`src/rtl/ffd_pkg.sv`:
```
// Shared constants for the FFD enable strobe generator: FSM encoding, mode
// encoding and default widths.
package ffd_pkg;

   localparam logic [0:0] ST_IDLE    = 1'b0;
   localparam logic [0:0] ST_RUN     = 1'b1;

   localparam logic       MODE_CONT  = 1'b0;
   localparam logic       MODE_BURST = 1'b1;

   localparam int         DEF_DIV_W  = 8;
   localparam int         DEF_CNT_W  = 8;

endpackage

```
`src/rtl/ffd_enable_gen_if.sv`:
```
// Control/status bundle between the pacing controller and ffd_enable_gen.
interface ffd_enable_gen_if #(
   parameter int DIV_W = 8,
   parameter int CNT_W = 8
) ();

   logic             start;
   logic             stop;
   logic             mode;
   logic [DIV_W-1:0] div;
   logic [CNT_W-1:0] burst_len;
   logic             enable;
   logic             busy;
   logic             done;
   logic [CNT_W-1:0] pulse_cnt;

   modport master (
      output start, stop, mode, div, burst_len,
      input  enable, busy, done, pulse_cnt
   );

   modport slave (
      input  start, stop, mode, div, burst_len,
      output enable, busy, done, pulse_cnt
   );

endinterface

```
`src/rtl/ffd_enable_gen_cnt.sv`:
```
// Loadable down-counter with zero flag; times the gap between enable strobes.
module ffd_enable_gen_cnt #(
   parameter int DIV_W = 8
) (
   input  logic             clk,
   input  logic             reset,
   input  logic             load,
   input  logic             dec,
   input  logic [DIV_W-1:0] load_val,
   output logic [DIV_W-1:0] count,
   output logic             zero
);

   logic [DIV_W-1:0] count_d;
   logic [DIV_W-1:0] count_q;

   // Load takes priority; decrement never runs below zero.
   always_comb begin
      count_d = count_q;
      if (load) begin
         count_d = load_val;
      end else if (dec && (count_q != '0)) begin
         count_d = count_q - DIV_W'(1);
      end
   end

   always_ff @(posedge clk) begin
      if (!reset) begin
         count_q <= '0;
      end else begin
         count_q <= count_d;
      end
   end

   assign count = count_q;
   assign zero  = (count_q == '0);

endmodule

```
`src/rtl/ffd_enable_gen.sv`:
```
// Enable strobe generator for the FFD stage: programmable period, continuous
// or fixed-length burst, all outputs registered.
module ffd_enable_gen
   import ffd_pkg::*;
#(
   parameter int DIV_W = DEF_DIV_W,
   parameter int CNT_W = DEF_CNT_W
) (
   input  logic              clk,
   input  logic              reset,
   ffd_enable_gen_if.slave   bus
);

   logic [0:0]       state_d,     state_q;
   logic [DIV_W-1:0] div_d,       div_q;
   logic [CNT_W-1:0] blen_d,      blen_q;
   logic             mode_d,      mode_q;
   logic             enable_d,    enable_q;
   logic             busy_d,      busy_q;
   logic             done_d,      done_q;
   logic [CNT_W-1:0] pulse_cnt_d, pulse_cnt_q;

   logic             cnt_load;
   logic             cnt_dec;
   logic [DIV_W-1:0] cnt_load_val;
   logic [DIV_W-1:0] cnt_count;
   logic             cnt_zero;

   logic [DIV_W-1:0] div_eff;
   logic [CNT_W-1:0] blen_eff;
   logic [CNT_W:0]   issued;
   logic             last_strobe;

   function automatic logic [CNT_W-1:0] sat_inc(input logic [CNT_W-1:0] v);
      return (v == '1) ? v : v + CNT_W'(1);
   endfunction

   // A zero period or burst length behaves as one.
   assign div_eff     = (bus.div == '0)       ? DIV_W'(1) : bus.div;
   assign blen_eff    = (bus.burst_len == '0) ? CNT_W'(1) : bus.burst_len;
   assign issued      = {1'b0, pulse_cnt_q} + {{CNT_W{1'b0}}, 1'b1};
   assign last_strobe = (issued == {1'b0, blen_q});

   always_comb begin
      state_d      = state_q;
      div_d        = div_q;
      blen_d       = blen_q;
      mode_d       = mode_q;
      enable_d     = 1'b0;
      done_d       = 1'b0;
      busy_d       = busy_q;
      pulse_cnt_d  = pulse_cnt_q;
      cnt_load     = 1'b0;
      cnt_dec      = 1'b0;
      cnt_load_val = div_q - DIV_W'(1);

      case (state_q)
         ST_IDLE: begin
            if (bus.start && !bus.stop) begin
               state_d      = ST_RUN;
               div_d        = div_eff;
               blen_d       = blen_eff;
               mode_d       = bus.mode;
               cnt_load     = 1'b1;
               cnt_load_val = div_eff - DIV_W'(1);
               pulse_cnt_d  = '0;
               busy_d       = 1'b1;
            end
         end
         default: begin
            // Stop wins even over a strobe that is due on this edge.
            if (bus.stop) begin
               state_d = ST_IDLE;
               busy_d  = 1'b0;
            end else if (cnt_zero) begin
               enable_d    = 1'b1;
               pulse_cnt_d = sat_inc(pulse_cnt_q);
               if ((mode_q == MODE_BURST) && last_strobe) begin
                  done_d  = 1'b1;
                  state_d = ST_IDLE;
                  busy_d  = 1'b0;
               end else begin
                  cnt_load = 1'b1;
               end
            end else begin
               cnt_dec = 1'b1;
            end
         end
      endcase
   end

   always_ff @(posedge clk) begin
      if (!reset) begin
         state_q     <= ST_IDLE;
         div_q       <= '0;
         blen_q      <= '0;
         mode_q      <= 1'b0;
         enable_q    <= 1'b0;
         busy_q      <= 1'b0;
         done_q      <= 1'b0;
         pulse_cnt_q <= '0;
      end else begin
         state_q     <= state_d;
         div_q       <= div_d;
         blen_q      <= blen_d;
         mode_q      <= mode_d;
         enable_q    <= enable_d;
         busy_q      <= busy_d;
         done_q      <= done_d;
         pulse_cnt_q <= pulse_cnt_d;
      end
   end

   ffd_enable_gen_cnt #(
      .DIV_W (DIV_W)
   ) u_cnt (
      .clk      (clk),
      .reset    (reset),
      .load     (cnt_load),
      .dec      (cnt_dec),
      .load_val (cnt_load_val),
      .count    (cnt_count),
      .zero     (cnt_zero)
   );

   assign bus.enable    = enable_q;
   assign bus.busy      = busy_q;
   assign bus.done      = done_q;
   assign bus.pulse_cnt = pulse_cnt_q;

endmodule

```
`src/flat_wrapper.sv`:
```
// flat-port wrapper written by rule: the top's interface ports become plain ports
module ffd_enable_gen_flat import ffd_pkg::*;
#(
   parameter int DIV_W = DEF_DIV_W,
   parameter int CNT_W = DEF_CNT_W
)
  (clk, reset, bus_start, bus_stop, bus_mode, bus_div, bus_burst_len, bus_enable, bus_busy, bus_done, bus_pulse_cnt);
  ffd_enable_gen_if #(.DIV_W(DIV_W), .CNT_W(CNT_W)) bus_i ();
  input  logic clk;
  input  logic reset;
  input wire logic [$bits(bus_i.start)-1:0] bus_start;
  input wire logic [$bits(bus_i.stop)-1:0] bus_stop;
  input wire logic [$bits(bus_i.mode)-1:0] bus_mode;
  input wire logic [$bits(bus_i.div)-1:0] bus_div;
  input wire logic [$bits(bus_i.burst_len)-1:0] bus_burst_len;
  output wire logic [$bits(bus_i.enable)-1:0] bus_enable;
  output wire logic [$bits(bus_i.busy)-1:0] bus_busy;
  output wire logic [$bits(bus_i.done)-1:0] bus_done;
  output wire logic [$bits(bus_i.pulse_cnt)-1:0] bus_pulse_cnt;
  assign bus_i.start = bus_start;
  assign bus_i.stop = bus_stop;
  assign bus_i.mode = bus_mode;
  assign bus_i.div = bus_div;
  assign bus_i.burst_len = bus_burst_len;
  assign bus_enable = bus_i.enable;
  assign bus_busy = bus_i.busy;
  assign bus_done = bus_i.done;
  assign bus_pulse_cnt = bus_i.pulse_cnt;
  ffd_enable_gen #(.DIV_W(DIV_W), .CNT_W(CNT_W)) u_core (.clk(clk), .reset(reset), .bus(bus_i));
endmodule
```
`config.mk`:
```
export PLATFORM = sky130hd
export DESIGN_NAME = ffd_enable_gen_flat
export DESIGN_NICKNAME = d
export VERILOG_FILES = /design/src/rtl/ffd_pkg.sv /design/src/rtl/ffd_enable_gen_if.sv /design/src/rtl/ffd_enable_gen_cnt.sv /design/src/rtl/ffd_enable_gen.sv /design/src/flat_wrapper.sv
export SDC_FILE = /design/constraint.sdc
export NUM_CORES = 1
export LEC_CHECK = 0
export ABC_CLOCK_PERIOD_IN_PS = 3100
export BUFFER_PORTS_ARGS = -buffer_cell sky130_fd_sc_hd__buf_2
export CAP_MARGIN = 20
export CORE_MARGIN = 4
export CORE_UTILIZATION = 24
export DETAILED_ROUTE_END_ITERATION = 10
export PLACE_DENSITY = 0.43
export SLEW_MARGIN = 10
export SYNTH_ARGS = -nofsm -noshare
export SYNTH_HDL_FRONTEND = slang
export SYNTH_SLANG_ARGS = --single-unit
```
`constraint.sdc`:
```
create_clock -name clk -period 3.1 [get_ports clk]
set_input_delay 0.62 -clock clk [delete_from_list [all_inputs] [get_ports clk]]
set_output_delay 0.62 -clock clk [all_outputs]
set_load 0.01 [all_outputs]
```
==> results of run 1 <==
[worst paths after layout]
check             slack, ps                     from                    end  cells after the start
hold reg to reg         480          u_core.div_q[7]        u_core.div_q[7]                      2
hold / removal          480          u_core.div_q[7]        u_core.div_q[7]                      2
setup / recovery        450  u_core.bus.pulse_cnt[1]  u_core.u_cnt.count[7]                      9
setup reg to reg        450  u_core.bus.pulse_cnt[1]  u_core.u_cnt.count[7]                      9
[through the flow]
stage	instances	total power, W	hold slack (ps)
6_report	447	0.00111	480
5_1_grt	447	0.00118	502
4_1_cts	447	0.00113	482
3_5_place_dp	439	0.000764	471
3_3_place_gp	439	0.000765	467
2_1_floorplan	287	0.000696	444
[final cells by class]
class | count | area, sq um
tap | 129 | 161
clock buffer | 5 | 68.8
sequential | 37 | 741
clock inverter | 3 | 22.5
timing repair buffer | 39 | 215
multi-input combinational | 228 | 1460
inverter | 6 | 22.5
fill | 1069 | 6590
[state kept, by name (all words and copies together) (netlist names)]
register              flops
u_core.bus.done           1
u_core.state_q            1
u_core.bus.enable         1
u_core.u_cnt.count        8
u_core.div_q              8
u_core.bus.busy           1
u_core.mode_q             1
u_core.blen_q             8
u_core.bus.pulse_cnt      8
[cell families after synthesis]
kind of cell / after synthesis / share of synthesized area, %
adder cells (fa/ha/maj): 5 / 2.73
buffers and inverters: 22 / 4.26
multiplexers: 6 / 2.95
AO/OA/AOI/OAI: 74 / 22.0
AND/OR/NAND/NOR: 124 / 28.5
flip-flops: 37 / 32.3
XOR/XNOR: 19 / 7.26
[metal layers]
layer  vias to the layer above  track usage, %
met2                        44            16.1
met4                         0            3.61
met3                         6            2.14
met5                         -               0
met1                       959            17.5
li1                       1068               -
[worst max-delay path: cells and delay by family (launching register included)]
| kind | cells | cell delay, ps |
|---|---|---|
| AOI/OAI and AO/OA | 3 | 720 |
| buffers and inverters | 1 | 260 |
| xor gates and xnor gates | 1 | 130 |
| muxes | 1 | 200 |
| and+or+nand+nor | 2 | 460 |
| DFF | 1 | 420 |
| adders and majority gates | 1 | 330 |
[layout by cell type, fill, tap and decap left out, types with 3 or more instances in the layout]
cell type,count
o21ai_1,5
a21oi_1,16
buf_2,31
a21boi_0,16
dfxtp_1,37
buf_4,8
nor4_1,6
nor2b_1,8
nand2_1,44
nor3_1,8
mux2i_1,3
clkbuf_8,5
clkinvlp_4,3
o21a_1,3
o21ai_0,11
xnor2_1,10
nand3_1,6
inv_1,6
ha_1,5
nor2_1,22
xor2_1,9
and3_1,3
a32o_1,4
and2_1,5
[power breakdown]
| part | switching (W) | internal, W |
|---|---|---|
| combinational | 0.000126 | 0.000104 |
| sequential | 0.0000243 | 0.000498 |
| clock | 0.000203 | 0.000158 |
==> summary.txt, run 1 <==
Status
  – Outcome: completed

Layout
  – Layout cells sized above 1: 19.5%
  – Final nets: 343
  – Final core occ: 29.0%
  – Area Overhead vs Synth: 17.4%
  – Ant diodes: 0
  – Finished Cell Area: 0.00269 sq mm

Die
  – Total die area: 0.0112 sq mm
  – DIE HEIGHT: 106 microns
  – Standard-cell rows: 35
  – Starting density of the core: 24.7%
  – Io pins: 32
  – Die Wd: 106 microns
  – Core box area: 0.00928 sq mm

Clock network
  – Max clock buf depth: 2
  – Root Driver: clkbuf_8
  – Hold buffer count at CTS: 0
  – Post-CTS setup buffer count: 0
  – CTS resizes: 0
  – Clock Latency Late Sink: 300 ps
  – CTS H-tree lvls: 2
  – Clk slew on worst S/H paths: 90 ps
  – CTS tree: built
  – TritonCTS Sinks: 37
  – Cts bufs inserted: 5

Synth
  – Main flop type after synthesis: dfxtp_1
  – Mapped Avg Cell Area: 7.99 sq um
  – Syn Inst Count: 287
  – Synth top area share: 32.3%
  – Post-synth top cells: nand2_1 (44), dfxtp_1 (37), nor2_1 (22)
  – Ys async rst share: 0%
  – Number of flops mapped to enable cells by yosys: 0
  – Post-synth net total: 313
  – Warnings from Yosys: 0
  – Post-Syn Area: 0.00229 sq mm
  – Area leader, netlist: dfxtp_1
  – Synth cell types: 59
  – Register area share after synthesis: 32.3%
  – #FFs+latches synth: 37
  – Top-count cell post-synth: nand2_1
  – Synth area leaders: dfxtp_1 (32%), nand2_1 (7.2%), a21boi_0 (5.2%), xnor2_1 (3.8%), nor2_1 (3.6%)

Job
  – Max-cap violations: 0

Power
  – PwrDens: 414 mW/mm^2
  – Peak supply drop: 0.170 mV
  – LEAKAGE: 1.06 nW

Placed design
  – Post-DP HPWL: 4560 microns
  – PortBufs: 31
  – DP Area: 0.00260 sq mm
  – GPL Wtd Cong: 0.757
  – Dpl ws: 220 ps

Global route
  – Vias in the first global route: 1950
  – Largest net degree at the start of global routing: 38
  – First-pass GRT wire length: 10300 microns
  – Total grt overflow: 0
  – Total track usage: 11.5%
  – Initial antenna violation count: 0

Critical path
  – Critical Path RT: 3290 ps
  – Crit Path Class: reg2reg
  – Worst-path maximum fanout: 10
  – Crit-path cells: ha_1, and3_1, xnor2_1, nand4_1, o41ai_2, buf_4, mux2i_1, o22ai_1, a32o_1
  – CP Data Arrival Time: 2840 ps
  – CP endpoint kind: flop
  – CP max stage delay: 420 ps
  – Worst setup SP type: flop
  – Slowest-stage cell, CP: dfxtp_1

STA
  – Setup WS post-layout: 446 ps
  – Final min period: 2650 ps
  – Slew @ Worst Pin: 618 ps
  – Relative slew slack: 58.8%
  – Fin. Hold Viols: 0
  – Final-report max-slew violation count: 0
  – Fmax: 377 MHz
  – Final Setup Violations: 0
  – Sum Neg Setup Slack: 0 ps
  – Skew final: 9.35 ps
  – RSZ-0062 raised after global routing: false
  – Fin crit share: 85.6%

Drt
  – Total wire length: 6130 microns
  – Detail Route met2 WL: 2470 microns
  – Antenna Nets Post-Route: 0
  – Initial DRC count: 109
  – Drt drc: 0
  – DR pass1 iterations: 4
  – Vias per cell: 4.65
  – Met3 WL: 211 microns
  – DR top layer: met4
  – Metal-1 WL: 3360 microns
  – Per-cell routed wire length: 13.7 microns
  – Vias after detailed routing: 2077

Hold path
  – Path category of the worst min-delay check: reg2reg
No activity file was read; power rests on OpenSTA's default activity.
==> run 2: changes to the inputs <==
- PLACE_DENSITY: 0.43 -> 0.48
==> summary.txt, run 2 (same netlist as run 1, synthesis figures left out) <==
Critical path
  – CP endpoint kind: flop (unchanged)
  – Crit Path Class: reg2reg (unchanged)
  – CP Data Arrival Time: 2870 ps (was 2840 ps)
  – Slowest-stage cell, CP: dfxtp_1 (unchanged)
  – Crit path capture: u_core.u_cnt.count[2] (was u_core.u_cnt.count[7])
  – Worst setup SP type: flop (unchanged)
  – Critical Path RT: 3290 ps (about the same)
  – CP max stage delay: 470 ps (was 420 ps)
  – Crit-path cells: nand4_1, or2_1, nor4b_2, a211oi_2, nor4_2, a31oi_2, and2_1, a32o_2 (was ha_1, and3_1, xnor2_1, nand4_1, o41ai_2, buf_4, mux2i_1, o22ai_1, a32o_1)
  – R2R Path End: u_core.u_cnt.count[2] (was u_core.u_cnt.count[7])
  – Crit. Startpoint: u_core.bus.pulse_cnt[4] (was u_core.bus.pulse_cnt[1])
  – FF-to-FF Start: u_core.bus.pulse_cnt[4] (was u_core.bus.pulse_cnt[1])
  – Worst-path maximum fanout: 12 (was 10)
  – R2R Setup Slk: 420 ps (was 450 ps)
  – Worst r2r path cells: 8 (was 9)

Clock network
  – TritonCTS Sinks: 37 (unchanged)
  – Clock Latency Late Sink: 290 ps (was 300 ps)
  – Root Driver: clkbuf_8 (unchanged)
  – Post-CTS setup buffer count: 0 (unchanged)
  – Hold buffer count at CTS: 0 (unchanged)
  – CTS resizes: 0 (unchanged)
  – Max clock buf depth: 2 (unchanged)
  – Clk slew on worst S/H paths: 80 ps (was 90 ps)
  – CTS H-tree lvls: 2 (unchanged)
  – Cts bufs inserted: 5 (unchanged)
  – CTS tree: built (unchanged)

Placed design
  – PortBufs: 31 (unchanged)
  – GPL Wtd Cong: 0.803 (was 0.757)
  – DP Area: 0.00261 sq mm (was 0.00260 sq mm)
  – Post-DP HPWL: 4540 microns (was 4560 microns)
  – Inst Count DP: 440 (was 439)

Status
  – Outcome: completed (unchanged)

Drt
  – Drt drc: 0 (unchanged)
  – Vias after detailed routing: 2066 (was 2077)
  – Initial DRC count: 90 (was 109)
  – Total wire length: 5980 microns (was 6130 microns)
  – Vias per cell: 4.61 (was 4.65)
  – Per-cell routed wire length: 13.4 microns (was 13.7 microns)
  – Antenna Nets Post-Route: 0 (unchanged)
  – DR pass1 iterations: 4 (unchanged)

Power
  – PwrDens: 436 mW/mm^2 (was 414 mW/mm^2)
  – Peak supply drop: 0.132 mV (was 0.170 mV)
  – LEAKAGE: 1.08 nW (was 1.06 nW)

Layout
  – Fill cell count: 1047 (was 1069)
  – Ant diodes: 0 (unchanged)
  – Final nets: 344 (was 343)
  – Post-route insts no fill: 448 (was 447)
  – Area Overhead vs Synth: 19.0% (was 17.4%)
  – Multi-input logic area: 0.00147 sq mm (was 0.00146 sq mm)
  – Sequential cell area: 741 sq um (unchanged)
  – Commonest non-fill, non-tap cell in the layout: nand2_1 (unchanged)
  – Layout cells sized above 1: 20.1% (was 19.5%)
  – Finished Cell Area: 0.00273 sq mm (was 0.00269 sq mm)
  – Most frequent cells in the layout: nand2_1 (44), dfxtp_1 (37), buf_2 (31) (unchanged)

Die
  – Die Wd: 106 microns (unchanged)
  – DIE HEIGHT: 106 microns (unchanged)
  – Core box area: 0.00928 sq mm (unchanged)
  – Total die area: 0.0112 sq mm (unchanged)
  – Starting density of the core: 24.7% (unchanged)
  – Io pins: 32 (unchanged)
  – Standard-cell rows: 35 (unchanged)

Global route
  – Total grt overflow: 0 (unchanged)
  – Initial antenna violation count: 0 (unchanged)
  – First-pass GRT wire length: 9890 microns (was 10300 microns)
  – Total track usage: 10.9% (was 11.5%)
  – Vias in the first global route: 1997 (was 1950)
  – Largest net degree at the start of global routing: 38 (unchanged)

STA
  – Sum Neg Setup Slack: 0 ps (unchanged)
  – Final min period: 2680 ps (was 2650 ps)
  – Fmax: 374 MHz (was 377 MHz)
  – Slew @ Worst Pin: 600 ps (was 618 ps)
  – Final-report max-slew violation count: 0 (unchanged)
  – Final Setup Violations: 0 (unchanged)
  – Fin crit share: 86.3% (was 85.6%)
  – Relative slew slack: 60.0% (was 58.8%)
  – Skew final: 2.80 ps (was 9.35 ps)
  – Fin. Hold Viols: 0 (unchanged)
  – RSZ-0062 raised after global routing: false (unchanged)

Job
  – Max-cap violations: 0 (unchanged)

Hold path
  – Path category of the worst min-delay check: reg2reg (unchanged)
-- run 2: cell types whose count changed in the layout (fill, tap and decap cells not counted), sizes merged --
cell,before,now
buf,39,40
bufinv,0,1
clkinv,0,1
clkinvlp,3,1
-- run 2: worst min-delay path by stage --
stage	startpoint	endpoint	slack (ps)	cells after the start
4_1_cts	u_core.blen_q[6]	u_core.blen_q[6]	490	2
3_5_place_dp	u_core.blen_q[6]	u_core.blen_q[6]	480	2
2_1_floorplan	u_core.mode_q	u_core.mode_q	440	2
3_3_place_gp	u_core.blen_q[6]	u_core.blen_q[6]	480	2
6_report	u_core.blen_q[5]	u_core.blen_q[5]	490	2
5_1_grt	u_core.mode_q	u_core.mode_q	520	2
-- run 2: metrics by stage --
step	power [W]	hold slack (ps)	util [%]	setup slack, ps
after global placement	0.000765	475	28.1	283
after CTS	0.00121	493	29.3	261
final	0.00119	490	29.4	425
after floorplan	0.000696	444	-	488
after detailed placement	0.000763	481	28.1	223
after global routing	0.00125	517	29.4	184
-- run 2: where the power goes --
group	switching, W	leakage, nW	internal (W)	total (W)
Clock	0.000196	0.0543	0.000241	0.000437
Sequential	0.0000236	0.302	0.000498	0.000521
Combinational	0.000127	0.727	0.000104	0.000232
-- run 2: worst max-delay path: cells and delay by family, from the launching register on --
kind / cells / cell delay, ps
simple gates: 5 / 1490
flops: 1 / 470
compound gates: 3 / 610
-- run 2: per-layer routing --
metal | up-vias | track usage (%) | routed length, microns
met2 | 42 | 16.5 | 2660
met3 | 4 | 1.96 | 179
li1 | 1070 | - | -
met1 | 950 | 15.6 | 3090
met4 | 0 | 3.52 | 59
met5 | - | 0 | 0
-- run 2: cell type report --
type                       count  area share (%)
inverter                       6           0.826
clock buffer                   5            2.52
clock inverter                 3            1.70
tap                          129            5.92
multi-input combinational    228            53.7
timing repair buffer          40            8.17
sequential                    37            27.2
